**src/rtl/logic_unit_arbiter.sv**
```systemverilog
// Round-robin arbiter in front of a shared bitwise logic unit.
// Grants one requester per cycle and holds its tagged result in a one-entry output register.
module logic_unit_arbiter #(
  parameter  int unsigned NUM_REQ = 4,
  parameter  int unsigned WIDTH   = 8,
  localparam int unsigned ID_W    = $clog2(NUM_REQ)
) (
  input  logic                     clk,
  input  logic                     rst_n,
  input  logic [NUM_REQ-1:0]       req_valid,
  output logic [NUM_REQ-1:0]       req_ready,
  input  logic [3*NUM_REQ-1:0]     req_op,
  input  logic [WIDTH*NUM_REQ-1:0] req_a,
  input  logic [WIDTH*NUM_REQ-1:0] req_b,
  output logic                     rsp_valid,
  input  logic                     rsp_ready,
  output logic [WIDTH-1:0]         rsp_data,
  output logic [ID_W-1:0]          rsp_id,
  output logic                     rsp_err,
  output logic                     busy
);

  localparam logic [2:0] OP_AND  = 3'd0;
  localparam logic [2:0] OP_OR   = 3'd1;
  localparam logic [2:0] OP_NOT  = 3'd2;
  localparam logic [2:0] OP_NAND = 3'd3;
  localparam logic [2:0] OP_NOR  = 3'd4;
  localparam logic [2:0] OP_XOR  = 3'd5;
  localparam logic [2:0] OP_XNOR = 3'd6;

  typedef enum logic {
    ST_EMPTY = 1'b0,
    ST_FULL  = 1'b1
  } state_t;

  state_t r_state;
  state_t w_state_nxt;

  logic [ID_W-1:0]  r_ptr;
  logic [WIDTH-1:0] r_data;
  logic [ID_W-1:0]  r_id;
  logic             r_err;

  logic             w_slot_free;
  logic             w_gnt_found;
  logic [ID_W-1:0]  w_gnt_idx;
  logic             w_accept;
  logic [2:0]       w_op;
  logic [WIDTH-1:0] w_a;
  logic [WIDTH-1:0] w_b;
  logic [WIDTH-1:0] w_res;
  logic             w_err;

  assign w_slot_free = (r_state == ST_EMPTY) || rsp_ready;
  assign w_accept    = w_slot_free && w_gnt_found;

  // First valid requester at or after the pointer, wrapping around
  always_comb begin
    w_gnt_found = 1'b0;
    w_gnt_idx   = '0;
    for (int k = 0; k < NUM_REQ; k++) begin
      if (!w_gnt_found && req_valid[ID_W'(r_ptr + ID_W'(k))]) begin
        w_gnt_found = 1'b1;
        w_gnt_idx   = ID_W'(r_ptr + ID_W'(k));
      end
    end
  end

  // Select the granted requester's payload and drive its ready
  always_comb begin
    w_op      = '0;
    w_a       = '0;
    w_b       = '0;
    req_ready = '0;
    for (int i = 0; i < NUM_REQ; i++) begin
      if (w_gnt_idx == ID_W'(i)) begin
        w_op         = req_op[3*i +: 3];
        w_a          = req_a[WIDTH*i +: WIDTH];
        w_b          = req_b[WIDTH*i +: WIDTH];
        req_ready[i] = w_accept;
      end
    end
  end

  always_comb begin
    w_res = '0;
    w_err = 1'b0;
    case (w_op)
      OP_AND:  w_res = w_a & w_b;
      OP_OR:   w_res = w_a | w_b;
      OP_NOT:  w_res = ~w_a;
      OP_NAND: w_res = ~(w_a & w_b);
      OP_NOR:  w_res = ~(w_a | w_b);
      OP_XOR:  w_res = w_a ^ w_b;
      OP_XNOR: w_res = ~(w_a ^ w_b);
      default: w_err = 1'b1;
    endcase
  end

  always_ff @(posedge clk or negedge rst_n) begin
    if (!rst_n) begin
      r_state <= ST_EMPTY;
    end else begin
      r_state <= w_state_nxt;
    end
  end

  always_comb begin
    w_state_nxt = r_state;
    case (r_state)
      ST_EMPTY: if (w_accept) w_state_nxt = ST_FULL;
      ST_FULL:  if (rsp_ready && !w_accept) w_state_nxt = ST_EMPTY;
      default:  w_state_nxt = ST_EMPTY;
    endcase
  end

  // Result register and pointer only move on an accept
  always_ff @(posedge clk or negedge rst_n) begin
    if (!rst_n) begin
      r_ptr  <= '0;
      r_data <= '0;
      r_id   <= '0;
      r_err  <= 1'b0;
    end else if (w_accept) begin
      r_ptr  <= w_gnt_idx + ID_W'(1);
      r_data <= w_res;
      r_id   <= w_gnt_idx;
      r_err  <= w_err;
    end
  end

  assign rsp_valid = (r_state == ST_FULL);
  assign busy      = rsp_valid;
  assign rsp_data  = r_data;
  assign rsp_id    = r_id;
  assign rsp_err   = r_err;

endmodule

```
**config.mk**
```make
export PLATFORM = sky130hd
export DESIGN_NAME = logic_unit_arbiter
export DESIGN_NICKNAME = d
export VERILOG_FILES = /design/src/rtl/logic_unit_arbiter.sv
export SDC_FILE = /design/constraint.sdc
export NUM_CORES = 1
export LEC_CHECK = 0
export BUFFER_PORTS_ARGS = -buffer_cell sky130_fd_sc_hd__buf_4
export CORE_ASPECT_RATIO = 1.4
export CORE_MARGIN = 8
export CORE_UTILIZATION = 43
export DETAILED_ROUTE_END_ITERATION = 8
export PLACE_DENSITY = 0.86
export SLEW_MARGIN = 40
export SYNTH_ARGS = -nofsm -noshare
export SYNTH_HDL_FRONTEND = slang
export SYNTH_SLANG_ARGS = --single-unit
```
**constraint.sdc**
```tcl
create_clock -name clk -period 3.3 [get_ports clk]
set_clock_uncertainty 0.1 [all_clocks]
set_input_delay 0.495 -clock clk [delete_from_list [all_inputs] [get_ports clk]]
set_output_delay 0.495 -clock clk [all_outputs]
set_load 0.005 [all_outputs]
```
# --- Word level (Yosys, flattened, before mapping) ---
# Cells that the tools add are included.
word_totals:
  reg_bits: 14
  latch_bits: 0
  ram_bits: 0
  rom_bits: 0
  inputBits: 83
  out_inout_bits: 17
  wordCells: 80
  n_memories: 0
classes:
  addsub: 4
  multipliers: 0
  n_div: 0
  order_cmp: 4
  n_eq_ne: 9
  shift: 0
  muxes: 37
  bitwise: 8
  n_reduce_logical: 13
op_table:
  columns: ["op", "n"]
  rows:
  - ["8-bit two-way mux", 8]
  - ["8-bit one-hot mux with 7 select lines", 1]
  - ["8-bit inverter", 4]
  - ["1-bit two-way mux", 15]
  - ["2-bit by 3-bit less-than comparator with 1-bit output (second input constant)", 4]
  - ["3-bit two-way mux", 4]
  - ["3-bit equality test (second input constant)", 3]
  - ["8-bit AND", 1]
  - ["1-bit binary-select mux with 2-bit select", 4]
  - ["2-bit two-way mux", 4]
  - ["8-bit OR", 1]
  - ["8-bit XOR", 1]
  - ["7-bit OR reduction", 1]
  - ["3-bit by 2-bit equality test with 1-bit output (second input constant)", 2]
  - ["1-bit logical AND", 5]
  - ["2-bit by 1-bit adder with 2-bit output (second input constant)", 2]
  - ["2-bit adder (second input constant)", 2]
  - ["2-bit equality test (second input constant)", 2]
  - ["1-bit logical NOT", 4]
  - ["3-bit by 1-bit equality test with 1-bit output (second input constant)", 1]
  - ["3-bit logical NOT", 1]
  - ["2-bit by 1-bit equality test with 1-bit output (second input constant)", 1]
  - ["2-bit logical NOT", 1]
  - ["1-bit one-hot mux with 2 select lines", 1]
  - ["2 further kinds", 2]

# --- Logic depth before layout (Yosys ltp) ---
# Gate-level depths: netlist of run 1.
logic_depth:
  depth_word: 20
  depth_mapped: 19
  mapped_depth_nobuf: 17

# --- Worst setup path after synthesis of run 1 ---
# OpenSTA, ideal clock, no wires.
synth_path:
  path_kind: "in2reg"
  start: "input req_valid[0]"
  end: "register r_data[3], in the netlist rsp_data[3]"
  setup_ps: 126
  arrival_ps: 3210
  required_time_ps: 3074
  path_slack_ps: -136
  path_stages: 17
  n_path_buf: 2
  path_cell_list: "nor2b_1 a21oi_1 o22ai_1 a21oi_1 ha_1 clkbuf_1 buf_2 a22oi_1 nor2_1 a21oi_1 nor2_1 a21oi_1 ha_1 and2_1 a2111oi_0 a311o_1 o32a_1"
synth_via:
  elab_chain_len: 20
  word_cells_on_any_way: 54
  classes_between: "9 x eq/ne; 29 x mux; 7 x bitwise; 9 x reduce/logical"
synth_rtl:
  columns: ["item", "line_no", "text"]
  rows:
  - ["start: declaration", "10", "input logic [NUM_REQ-1:0] req_valid,"]
  - ["1-bit binary-select mux with 2-bit select", "62", "if (!w_gnt_found && req_valid[ID_W'(r_ptr + ID_W'(k))]) begin"]
  - ["1-bit two-way mux (implied by the code)", "62", null]
  - ["1-bit two-way mux", "62", null]
  - ["1-bit logical NOT", "62", null]
  - ["1-bit logical AND", "62", null]
  - ["1-bit two-way mux", "62", null]
  - ["1-bit logical NOT", "62", null]
  - ["1-bit logical AND", "62", null]
  - ["(+2 left out)", null, null]
  - ["1-bit logical AND", "62", null]
  - ["2-bit two-way mux *", "62", null]
  - ["named net w_gnt_idx[0]", "46", "logic [ID_W-1:0] w_gnt_idx;"]
  - ["2-bit logical NOT", "76", "if (w_gnt_idx == ID_W'(i)) begin"]
  - ["8-bit two-way mux (4 in a row)", "76", null]
  - ["8-bit XOR (tied with other cells)", "94, 95", null]
  - ["8-bit inverter (on tied branches)", "95, 92, 93", null]
  - ["8-bit one-hot mux with 7 select lines *", "88", "case (w_op)"]
  - ["end signal: assignment", "126", "r_data <= w_res;"]
  - ["end: declaration", "40", "logic [WIDTH-1:0] r_data;"]
# The timed path passes the listed nets; every way through them passes the cells marked *. The select of a mux whose other input is x is not followed.
# A chain may end at the register's enable or synchronous reset.

# --- Worst setup path in the final report of run 1 ---
layout_path:
  start: "register r_ptr[0]"
  end: "register r_data[3], in the netlist rsp_data[3]"
layout_via:
  elab_chain_len: 20
  word_cells_on_any_way: 57
  classes_between: "3 x add/sub; 9 x eq/ne; 29 x mux; 7 x bitwise; 9 x reduce/logical"
layout_rtl:
  columns: ["item", "line_no", "text"]
  rows:
  - ["start: declaration", "39", "logic [ID_W-1:0] r_ptr;"]
  - ["start signal: assignment", "125", "r_ptr <= w_gnt_idx + ID_W'(1);"]
  - ["parallel branches: the longest is 11 deep, another holds 2-bit by 1-bit adder with 2-bit output", null, null]
  - ["2-bit two-way mux *", "62", null]
  - ["named net w_gnt_idx[0]", "46", null]
  - ["2-bit logical NOT", "76", null]
  - ["8-bit two-way mux (4 in a row)", "76", null]
  - ["8-bit XOR (tied with other cells)", "94, 95", null]
  - ["8-bit inverter (on tied branches)", "95, 92, 93", null]
  - ["8-bit one-hot mux with 7 select lines *", "88", null]
# Mark *: on every way through the listed nets, which the timed path passes. The select of a mux whose other input is x is not followed.

==> Flow_metrics.wiki, run 1 <==
{| class="wikitable"
! Metric !! Value
|-
| Antenna violations before repair || 0
|-
| Worst endpoint required time || 3340 ps
|-
| Number of CTS-inserted buffers || 3
|-
| Normalized max-slew margin || 56.98%
|-
| Max-cap check violation count || 0
|-
| CTS H-tree depth || 1
|-
| Growth of design area from synthesis to finish || 53.08%
|-
| Transition time at the pin with the least slew margin || 645.2 ps
|-
| Power density over the cells || 873.5 nW/um^2
|-
| Post-synthesis area per instance || 7.377 um^2
|-
| Cells on worst reg2reg path || 15
|-
| Reg-to-reg slack, setup || -20 ps
|-
| Worst slack, placed || -279.9 ps
|-
| First-pass GRT wire length || 11,670 um
|-
| Die Outline Area || 7266 um^2
|-
| DRC errors left || 0
|-
| Iter 0 DRT Violations || 131
|-
| Setup repair after global routing missed its margin || true
|-
| Total gr overflow || 0
|-
| HPWL Detailed || 5866 um
|-
| Final count of hold timing violations || 0
|-
| Initial Util || 44.85%
|-
| Final number of setup-violating endpoints || 1
|-
| Total iterations of the first detailed-routing run || 4
|-
| Fmax achieved || 301.1 MHz
|-
| Total routed wirelength || 7384 um
|-
| Core region area || 4572 um^2
|-
| Via count of the first global-routing pass || 2,605
|-
| Count of nets after finishing || 489
|-
| Gate count of the mapped netlist || 278
|-
| Hold Crit Depth || 2
|-
| Number of flops mapped to enable cells by yosys || 0
|-
| Setup crit end kind || register
|-
| Row count || 29
|-
| Critical-path maximum fanout || 10
|-
| Number of nets with antenna violations after routing || 0
|-
| Clock latency on the worst-skew pair || 250 ps
|-
| Weighted congestion at the end of routability-driven global placement || 0.8429
|-
| Largest net degree at the start of global routing || 36
|-
| Flip-flop and latch count after synthesis || 14
|-
| Buffer cell driving the clock tree root || sky130_fd_sc_hd__clkbuf_8
|-
| Sinks on Clock Net || 14
|-
| Run status || complete, but fails checks
|-
| Clock edge transition at the registers on the reported setup and hold paths || 60 ps
|-
| Seq/Total Area, Yosys || 17.08%
|-
| Clock tree from TritonCTS || done
|-
| Syn Nets || 381
|-
| Startpoint of the tightest hold check path || rsp_ready
|-
| Width of the chip || 74.37 um
|-
| Min-Delay Path Class || input pin to register
|-
| Most common cell after layout, fill and taps aside || sky130_fd_sc_hd__buf_4
|-
| Antenna fix cells || 0
|-
| Routed length per placed instance || 16.52 um
|-
| Count of input and output buffers || 99
|-
| Part of the cycle the worst path needs || 100.6%
|-
| Main flop type after synthesis || sky130_fd_sc_hd__dfrtp_1
|-
| Via-per-instance ratio || 5.723
|-
| Via Count || 2,558
|-
| Number of pins exceeding their max-slew limit in the final report || 0
|-
| Critical path startpoint category || register
|-
| Shortest period the worst path allows || 3321 ps
|-
| Library cells used by synthesis || 48
|-
| Post-synth ARST share || 100.0%
|-
| Post-layout total power || 2.742 mW
|-
| Peak supply drop || 0.5194 mV
|-
| Global-route total usage across every layer || 19.24%
|-
| Terminating pin of the worst hold path || busy
|-
| Static Leakage || 1.558 nW
|-
| Setup Crit Path Kind || register to register
|-
| Height of the die || 97.71 um
|-
| Commonest cells after routing, fill and taps aside || sky130_fd_sc_hd__buf_4 (119), sky130_fd_sc_hd__nor2_1 (35), sky130_fd_sc_hd__a21oi_1 (25), sky130_fd_sc_hd__nand2_1 (20), sky130_fd_sc_hd__inv_1 (19)
|-
| Utilization of the core after routing || 68.66%
|-
| Source of the worst register-to-register timing path || r_ptr[0]
|-
| I/O pins || 100
|-
| Setup ws final || -21.07 ps
|-
| Layout cell share with drive strength beyond 1 || 38.96%
|-
| Number of warnings printed during yosys synthesis || 0
|-
| Violations in the final reports || negative setup slack
|-
| Data arrival time at the worst-slack endpoint || 3360 ps
|-
| Reg-to-reg endpoint || rsp_data[3]
|-
| Netlist area before placement || 2051 um^2
|-
| Buffers from clock root to sink, at most || 2
|}
==> per-layer routing <==
layer | routed length [um] | track usage, %
met5 | 0 | 0
met4 | 112 | 5.152
met3 | 537 | 4.649
met2 | 3776 | 33.27
met1 | 2957 | 22.36
==> final cells by class <==
class / instances / area [um^2]
Multi-Input combinational cell: 222 / 1595
Timing Repair Buffer: 125 / 985.9
Clock buffer: 4 / 55.05
Tap cell: 62 / 77.57
Sequential cell: 14 / 350.3
Fill cell: 386 / 1433
Inverter: 20 / 75.07
==> through the flow <==
stage          instances  area (um^2)  hold slack, ps  setup TNS [ps]
2_1_floorplan        278         2058           99.41               0
3_3_place_gp         439         2960           254.7          -827.8
3_5_place_dp         439         2964           254.7           -1741
4_1_cts              444         3040           329.5               0
5_1_grt              447         3139           349.2          -544.4
6_report             447         3139           328.8          -21.07
==> power by group <==
group          switching (mW)  total, mW  internal, mW
sequential             0.0441      0.288         0.244
clock                  0.0652      0.171         0.106
combinational            1.21       2.28          1.07
==> cell usage after synthesis (5+ instances only) <==
master | count | share of area [%]
sky130_fd_sc_hd__a221o_1 | 7 | 3.4
sky130_fd_sc_hd__a211oi_1 | 7 | 2.6
sky130_fd_sc_hd__nand3_1 | 6 | 1.5
sky130_fd_sc_hd__a2111oi_0 | 6 | 2.6
sky130_fd_sc_hd__a21oi_1 | 28 | 6.8
sky130_fd_sc_hd__o211ai_1 | 5 | 1.8
sky130_fd_sc_hd__nand2_1 | 20 | 3.7
sky130_fd_sc_hd__dfrtp_1 | 14 | 17
sky130_fd_sc_hd__o21ai_1 | 5 | 1.2
sky130_fd_sc_hd__nor2_1 | 37 | 6.8
sky130_fd_sc_hd__inv_1 | 19 | 3.5
sky130_fd_sc_hd__o221ai_1 | 7 | 3.0
sky130_fd_sc_hd__a21o_1 | 10 | 3.7
sky130_fd_sc_hd__clkbuf_1 | 9 | 1.6
sky130_fd_sc_hd__a22oi_1 | 9 | 3.3
sky130_fd_sc_hd__o21ai_0 | 8 | 2.0
sky130_fd_sc_hd__buf_2 | 10 | 2.4
sky130_fd_sc_hd__and2_1 | 5 | 1.5
sky130_fd_sc_hd__ha_1 | 20 | 12
==> sequential cells by signal, indices dropped and copies added, names as in the netlist <==
register,flops
rsp_id,2
busy,1
rsp_data,8
r_ptr,2
rsp_err,1
==> worst max path at each step <==
stage	start	to	slack [ps]	depth (start not counted)
floorplan	req_valid[0]	rsp_data[3]	1	19
global placement	req_valid[0]	rsp_data[5]	-160	17
detailed placement	req_valid[0]	rsp_data[5]	-280	19
CTS	req_valid[0]	rsp_data[0]	5	16
global route	req_valid[0]	rsp_data[3]	-210	16
finish	r_ptr[0]	rsp_data[3]	-20	15
==> logic make-up (layout without fill, tap and decap cells) <==
group                    after synthesis  count (layout)  share of synthesized area (%)
AO/OA/AOI/OAI                        116             116                          41.79
AND/OR/NAND/NOR                       83              83                          18.61
buffers and inverters                 42             149                          8.847
adder cells (fa/ha/maj)               20              20                          12.20
flip-flops                            14              14                          17.08
multiplexers                           3               3                          1.464
==> repair_timing <==
| item | CTS | global route |
|---|---|---|
| pin swaps | 0 | 4 |
| setup endpoints to repair | 7 | 8 |
| hold endpoints to repair | 14 | 0 |
| buffers inserted | 0 | 3 |
| hold buffers | 1 | 0 |
| resized for setup | 3 | 21 |
==> worst max-delay path: stages (launching register included) <==
cell and delay [ps]:
sky130_fd_sc_hd__dfrtp_1 400, sky130_fd_sc_hd__buf_4 150, sky130_fd_sc_hd__o22ai_1 210, sky130_fd_sc_hd__a21oi_2 120
sky130_fd_sc_hd__buf_4 140, sky130_fd_sc_hd__ha_1 200, sky130_fd_sc_hd__buf_4 170, sky130_fd_sc_hd__inv_2 160
sky130_fd_sc_hd__o22ai_1 120, sky130_fd_sc_hd__nor2_1 190, sky130_fd_sc_hd__inv_1 90, sky130_fd_sc_hd__ha_1 300
sky130_fd_sc_hd__and2_1 140, sky130_fd_sc_hd__a2111oi_2 60, sky130_fd_sc_hd__a311o_1 350, sky130_fd_sc_hd__o32a_1 290
Power figures use the tool's default switching activity.
==> run 2: changes to the inputs <==
--- a/config.mk
+++ b/config.mk
@@ -9,8 +9,10 @@
 export CORE_ASPECT_RATIO = 1.4
 export CORE_MARGIN = 8
 export CORE_UTILIZATION = 43
+export CTS_BUF_LIST = sky130_fd_sc_hd__clkbuf_4 sky130_fd_sc_hd__clkbuf_8 sky130_fd_sc_hd__clkbuf_16
 export DETAILED_ROUTE_END_ITERATION = 8
 export PLACE_DENSITY = 0.86
+export SKIP_CTS_REPAIR_TIMING = 1
 export SLEW_MARGIN = 40
 export SYNTH_ARGS = -nofsm -noshare
 export SYNTH_HDL_FRONTEND = slang
==> Flow_metrics.wiki, run 2 (synthesis gave the netlist of run 1 again) <==
{| class="wikitable"
! Metric !! Value
|-
| Run status || complete, but fails checks
|-
| Violations in the final reports || negative setup slack
|-
| Critical path's top delay family || compound AO/OA/AOI/OAI gates
|-
| Largest net degree at the start of global routing || 36 (unchanged)
|-
| Max-cap check violation count || 0 (unchanged)
|-
| Sinks on Clock Net || 14 (unchanged)
|-
| Routed length per placed instance || 17.51 um (+6.0%)
|-
| I/O pins || 100 (unchanged)
|-
| Number of flip-flops under the largest register name || 8 (unchanged)
|-
| Critical Path Slowest Stage Cell || sky130_fd_sc_hd__dfrtp_1
|-
| Antenna fix cells || 0 (unchanged)
|-
| Total gr overflow || 0 (unchanged)
|-
| Data arrival time at the worst-slack endpoint || 3420 ps (+60 ps)
|-
| Part of the cycle the worst path needs || 101.2% (+0.56 points)
|-
| Clock edge transition at the registers on the reported setup and hold paths || 60 ps (about the same)
|-
| Critical path startpoint category || register
|-
| Via-per-instance ratio || 5.896 (+3.0%)
|-
| Total iterations of the first detailed-routing run || 5 (+1)
|-
| Worst endpoint required time || 3380 ps (+40 ps)
|-
| Weighted congestion at the end of routability-driven global placement || 0.8429 (unchanged)
|-
| Antenna violations before repair || 0 (unchanged)
|-
| Clock latency on the worst-skew pair || 250 ps (about the same)
|-
| Setup crit end kind || register
|-
| Iter 0 DRT Violations || 113 (-14%)
|-
| Buffer cell driving the clock tree root || sky130_fd_sc_hd__clkbuf_8
|-
| Width of the chip || 74.37 um (unchanged)
|-
| Most used cell along the critical path || sky130_fd_sc_hd__a21oi_1
|-
| First-pass GRT wire length || 11,670 um (about the same)
|-
| Layout cell share with drive strength beyond 1 || 40.92% (+2.0 points)
|-
| Min-Delay Path Class || input pin to register
|-
| Normalized max-slew margin || 56.50% (-0.48 points)
|-
| Final count of hold timing violations || 0 (unchanged)
|-
| Peak supply drop || 0.5338 mV (+2.8%)
|-
| Most common cell after layout, fill and taps aside || sky130_fd_sc_hd__buf_4
|-
| Clock tree from TritonCTS || done
|-
| Growth of design area from synthesis to finish || 57.47%
|-
| Post-layout total power || 2.859 mW (+4.3%)
|-
| Static Leakage || 1.598 nW (+2.6%)
|-
| DRC errors left || 0 (unchanged)
|-
| Buffers from clock root to sink, at most || 2 (unchanged)
|-
| Commonest cells after routing, fill and taps aside || sky130_fd_sc_hd__buf_4 (123), sky130_fd_sc_hd__nor2_1 (35), sky130_fd_sc_hd__a21oi_1 (24), sky130_fd_sc_hd__nand2_1 (20)
|-
| Setup TNS || -39.48 ps (-18.42 ps)
|-
| Die Outline Area || 7266 um^2 (unchanged)
|-
| Core region area || 4572 um^2 (unchanged)
|-
| Setup ws final || -39.48 ps (-18.42 ps)
|-
| Global-route total usage across every layer || 19.22% (-0.020 points)
|-
| Row count || 29 (unchanged)
|-
| Area of combinational cells with multiple inputs || 1617 um^2 (+1.3%)
|-
| Critical-path maximum fanout || 9 (-1)
|-
| CTS H-tree depth || 1 (unchanged)
|-
| Biggest cell delay along the critical path || 400 ps (about the same)
|-
| Final number of setup-violating endpoints || 1 (unchanged)
|-
| Number of pins exceeding their max-slew limit in the final report || 0 (unchanged)
|-
| Via Count || 2,671 (+4.4%)
|-
| Count of nets after finishing || 495 (+1.2%)
|-
| Power density over the cells || 885.4 nW/um^2 (+1.4%)
|-
| Count of input and output buffers || 99 (unchanged)
|-
| Initial Util || 44.85% (unchanged)
|-
| Number of CTS-inserted buffers || 3 (unchanged)
|-
| Setup Crit Path Kind || register to register
|-
| Via count of the first global-routing pass || 2,606 (+0.038%)
|-
| Fmax achieved || 299.4 MHz (-0.55%)
|-
| Worst path bufs/invs || 3 (-2)
|-
| Combined flip-flop and latch cell area || 350.3 um^2 (unchanged)
|-
| Total routed wirelength || 7931 um (+7.4%)
|-
| Count of fill cells added during filler insertion || 380 (-1.6%)
|-
| Number of nets with antenna violations after routing || 0 (unchanged)
|-
| Crit-path cells || nor2b_1 -> a21oi_1 -> o22ai_1 -> a21oi_2 -> buf_4 -> ha_4 -> buf_12 -> buf_4 -> a22oi_2 -> nor2_1 -> a21oi_1 -> nor2_1 -> a21oi_1 -> ha_2 -> mux2i_1 -> o221ai_1 -> o21ai_1 -> a32o_1
|-
| HPWL Detailed || 5866 um (unchanged)
|-
| Shortest period the worst path allows || 3339 ps (+18.42 ps)
|-
| Height of the die || 97.71 um (unchanged)
|-
| Transition time at the pin with the least slew margin || 652.5 ps (+7.274 ps)
|}
-- run 2: changes by cell type in the layout (fill, tap and decap cells not counted), sizes merged --
| cell | previous run | this run |
|---|---|---|
| buf | 124 | 129 |
| clkbuf | 4 | 5 |
-- run 2: through the flow --
step | hold slack, ps | setup WS (ps) | instances | util (%) | cell area, um^2
after floorplan | 99.41 | 1.223 | 278 | - | 2058
after global placement | 254.7 | -162.1 | 439 | 64.75 | 2960
after detailed placement | 254.7 | -279.9 | 439 | 64.83 | 2964
after CTS | -9.635 | -102.2 | 443 | 66.04 | 3019
after global routing | 350.0 | -174.8 | 453 | 70.63 | 3229
final | 326.7 | -39.48 | 453 | 70.63 | 3229
-- run 2: cell type report --
type / count / share of cell area, %
multi-input cells: 222 / 50.06
repair buffers: 131 / 32.58
flip-flops and latches: 14 / 10.85
inverters: 20 / 2.402
well taps: 62 / 2.402
clock buffers: 4 / 1.705
-- run 2: where the power goes --
part	switching, mW	leakage, nW	internal (mW)
sequential	0.0428	0.168	0.244
clock	0.0651	0.0288	0.106
combinational	1.28	1.40	1.12
-- run 2: worst paths after layout --
check | cells past startpoint | slack, ps | startpoint | end
worst min-delay path | 2 | 330 | rsp_ready | busy
worst max-delay path | 18 | -40 | r_ptr[0] | rsp_data[5]
min in group asynchronous | 2 | 530 | rst_n | rsp_id[1]
worst max register to register | 18 | -40 | r_ptr[0] | rsp_data[5]
worst min register to register | 2 | 380 | rsp_id[0] | rsp_id[0]
max in group asynchronous | 2 | 2390 | rst_n | rsp_data[0]
-- run 2: metal layers --
layer / vias up / part of all wire [%] / GRT usage (%)
met3: 27 / 8.1 / 5.165
met5: - / 0 / 0
li1: 1274 / - / -
met2: 151 / 50 / 33.00
met4: 0 / 2.8 / 5.455
met1: 1219 / 39 / 22.12
==> run 3: changes to the inputs <==
--- a/config.mk
+++ b/config.mk
@@ -11,7 +11,7 @@
 export CORE_UTILIZATION = 43
 export CTS_BUF_LIST = sky130_fd_sc_hd__clkbuf_4 sky130_fd_sc_hd__clkbuf_8 sky130_fd_sc_hd__clkbuf_16
 export DETAILED_ROUTE_END_ITERATION = 8
-export PLACE_DENSITY = 0.86
+export PLACE_DENSITY = 0.78
 export SKIP_CTS_REPAIR_TIMING = 1
 export SLEW_MARGIN = 40
 export SYNTH_ARGS = -nofsm -noshare
==> Flow_metrics.wiki, run 3 (synthesis gave the netlist of run 1 again) <==
{| class="wikitable"
! Metric !! Value
|-
| Setup ws final || 160.6 ps (+200.0 ps)
|-
| Initial Util || 44.85% (unchanged)
|-
| Largest net degree at the start of global routing || 36 (unchanged)
|-
| Data arrival time at the worst-slack endpoint || 3220 ps (-200 ps)
|-
| Part of the cycle the worst path needs || 95.13% (-6.1 points)
|-
| Count of nets after finishing || 492 (-0.61%)
|-
| Critical path startpoint || r_ptr[1]
|-
| Height of the die || 97.71 um (unchanged)
|-
| Die Outline Area || 7266 um^2 (unchanged)
|-
| Reg-to-reg endpoint || rsp_data[3]
|-
| DRC errors left || 0 (unchanged)
|-
| Power density over the cells || 862.2 nW/um^2 (-2.6%)
|-
| Via count of the first global-routing pass || 2,598 (-0.31%)
|-
| Critical path startpoint category || register
|-
| Critical Path Slowest Stage Cell || sky130_fd_sc_hd__dfrtp_2
|-
| Startpoint of the tightest hold check path || rsp_ready
|-
| Normalized max-slew margin || 61.72% (+5.2 points)
|-
| Iter 0 DRT Violations || 114 (+0.88%)
|-
| Clock edge transition at the registers on the reported setup and hold paths || 60 ps (about the same)
|-
| Global-route total usage across every layer || 18.29% (-0.93 points)
|-
| Number of CTS-inserted buffers || 3 (unchanged)
|-
| Via Count || 2,476 (-7.3%)
|-
| Number of pins exceeding their max-slew limit in the final report || 0 (unchanged)
|-
| Worst slack, placed || -184.8 ps (+95.10 ps)
|-
| Clock latency on the worst-skew pair || 240 ps (about the same)
|-
| Core region area || 4572 um^2 (unchanged)
|-
| Routed length per placed instance || 15.29 um (-13%)
|-
| Fmax achieved || 318.5 MHz (+6.4%)
|-
| Final number of setup-violating endpoints || 0 (-1)
|-
| Setup Crit Path Kind || register to register
|-
| Transition time at the pin with the least slew margin || 574.1 ps (-78.37 ps)
|-
| Number of nets with antenna violations after routing || 0 (unchanged)
|-
| Commonest cells after routing, fill and taps aside || sky130_fd_sc_hd__buf_4 (123), sky130_fd_sc_hd__nor2_1 (37), sky130_fd_sc_hd__a21oi_1 (25), sky130_fd_sc_hd__nand2_1 (20), sky130_fd_sc_hd__inv_1 (19)
|-
| Antenna violations before repair || 0 (unchanged)
|-
| Layout cell share with drive strength beyond 1 || 39.95% (-0.97 points)
|-
| Weighted congestion at the end of routability-driven global placement || 0.8460 (+0.37%)
|-
| HPWL Detailed || 5752 um (-1.9%)
|-
| Clock tree from TritonCTS || done
|-
| Max-cap check violation count || 0 (unchanged)
|-
| Row count || 29 (unchanged)
|-
| Crit-path cells || nand2_1 -> nand2_1 -> a21oi_2 -> o22ai_2 -> buf_4 -> ha_4 -> buf_8 -> a22oi_1 -> nor2_1 -> a21oi_1 -> nor2_1 -> a21oi_1 -> ha_1 -> and2_1 -> a2111oi_2 -> a311o_1 -> o32a_1
|-
| Total iterations of the first detailed-routing run || 4 (-1)
|-
| Static Leakage || 1.569 nW (-1.9%)
|-
| Sinks on Clock Net || 14 (unchanged)
|-
| Most common cell after layout, fill and taps aside || sky130_fd_sc_hd__buf_4
|-
| Design area || 3172 um^2 (-1.8%)
|-
| Setup crit end kind || register
|-
| Count of input and output buffers || 99 (unchanged)
|-
| Antenna fix cells || 0 (unchanged)
|-
| Worst endpoint required time || 3380 ps (about the same)
|-
| Run status || finished, final reports clean
|-
| I/O pins || 100 (unchanged)
|-
| CTS H-tree depth || 1 (unchanged)
|-
| Source of the worst register-to-register timing path || r_ptr[1]
|-
| Width of the chip || 74.37 um (unchanged)
|-
| Via-per-instance ratio || 5.502 (-6.7%)
|-
| Buffers from clock root to sink, at most || 2 (unchanged)
|-
| Final count of hold timing violations || 0 (unchanged)
|-
| Count of fill cells added during filler insertion || 397 (+4.5%)
|-
| Reg-to-reg slack, setup || 160 ps (+200 ps)
|-
| Shortest period the worst path allows || 3139 ps (-200.0 ps)
|-
| Biggest cell delay along the critical path || 440 ps (+40 ps)
|-
| First-pass GRT wire length || 11,210 um (-3.9%)
|-
| Buffer cell driving the clock tree root || sky130_fd_sc_hd__clkbuf_8
|-
| Total routed wirelength || 6879 um (-13%)
|-
| Cells on worst reg2reg path || 17 (-1)
|-
| Peak supply drop || 0.4936 mV (-7.5%)
|-
| Area post-placement || 2987 um^2 (+0.76%)
|-
| Growth of design area from synthesis to finish || 54.67%
|-
| Number of flip-flops under the largest register name || 8 (unchanged)
|-
| Min-Delay Path Class || input pin to register
|-
| Post-layout total power || 2.735 mW (-4.4%)
|-
| Total gr overflow || 0 (unchanged)
|-
| Critical-path maximum fanout || 12 (+3)
|-
| Setup crit end || rsp_data[3]
|}
==> run 3: changes by cell type in the layout (fill, tap and decap cells not counted), moves of 2 or more <==
cell	previous run	this run
sky130_fd_sc_hd__nor2_2	2	0
sky130_fd_sc_hd__buf_6	3	1
sky130_fd_sc_hd__ha_2	2	4
sky130_fd_sc_hd__a22oi_1	5	8
sky130_fd_sc_hd__ha_1	17	15
sky130_fd_sc_hd__a211oi_2	1	3
sky130_fd_sc_hd__a211oi_1	6	4
sky130_fd_sc_hd__a22oi_2	4	1
sky130_fd_sc_hd__inv_1	17	19
sky130_fd_sc_hd__nor2_1	35	37
==> run 3: cell type report <==
type | instances | area, um^2 | area share, %
clock buffer | 4 | 55.05 | 1.736
inverter | 20 | 75.07 | 2.367
multi-input combinational | 222 | 1613 | 50.85
sequential | 14 | 351.6 | 11.08
tap | 62 | 77.57 | 2.446
timing repair buffer | 128 | 999.7 | 31.52
==> run 3: worst min path at each step <==
stage | to | depth (start not counted)
after floorplan | busy | 0
after global placement | rsp_id[0] | 1
after detailed placement | rsp_id[1] | 1
after CTS | rsp_id[1] | 1
after global routing | busy | 2
final | busy | 2
==> run 3: worst max-delay path: cells and delay by family (launching register included) <==
family          cells  cell delay [ps]
buf+inv             2              310
compound gates      8             1370
simple gates        5              410
flops               1              440
fa+ha+maj           2              440
==> run 3: metal layers <==
| metal | vias to the layer above | GRT usage [%] | share of wire [%] |
|---|---|---|---|
| li1 | 1263 | - | - |
| met1 | 1110 | 21.22 | 41 |
| met2 | 95 | 30.91 | 49 |
| met3 | 8 | 4.649 | 7.6 |
| met4 | 0 | 6.212 | 1.7 |
| met5 | - | 0 | 0 |
==> run 3: through the flow <==
step | hold WS, ps | cells | setup TNS (ps) | util (%)
4_1_cts | -8.561 | 446 | -43.07 | 66.53
3_5_place_dp | 253.3 | 442 | -867.6 | 65.33
2_1_floorplan | 99.41 | 278 | 0 | -
3_3_place_gp | 252.9 | 442 | -252.8 | 65.24
5_1_grt | 339.5 | 450 | -20.75 | 69.38
6_report | 336.8 | 450 | 0 | 69.38
==> run 3: where the power goes <==
part | switching [mW] | internal, mW | leakage, nW
clock | 0.0605 | 0.106 | 0.0288
sequential | 0.0474 | 0.245 | 0.167
combinational | 1.18 | 1.09 | 1.37
total | 1.29 | 1.44 | 1.57
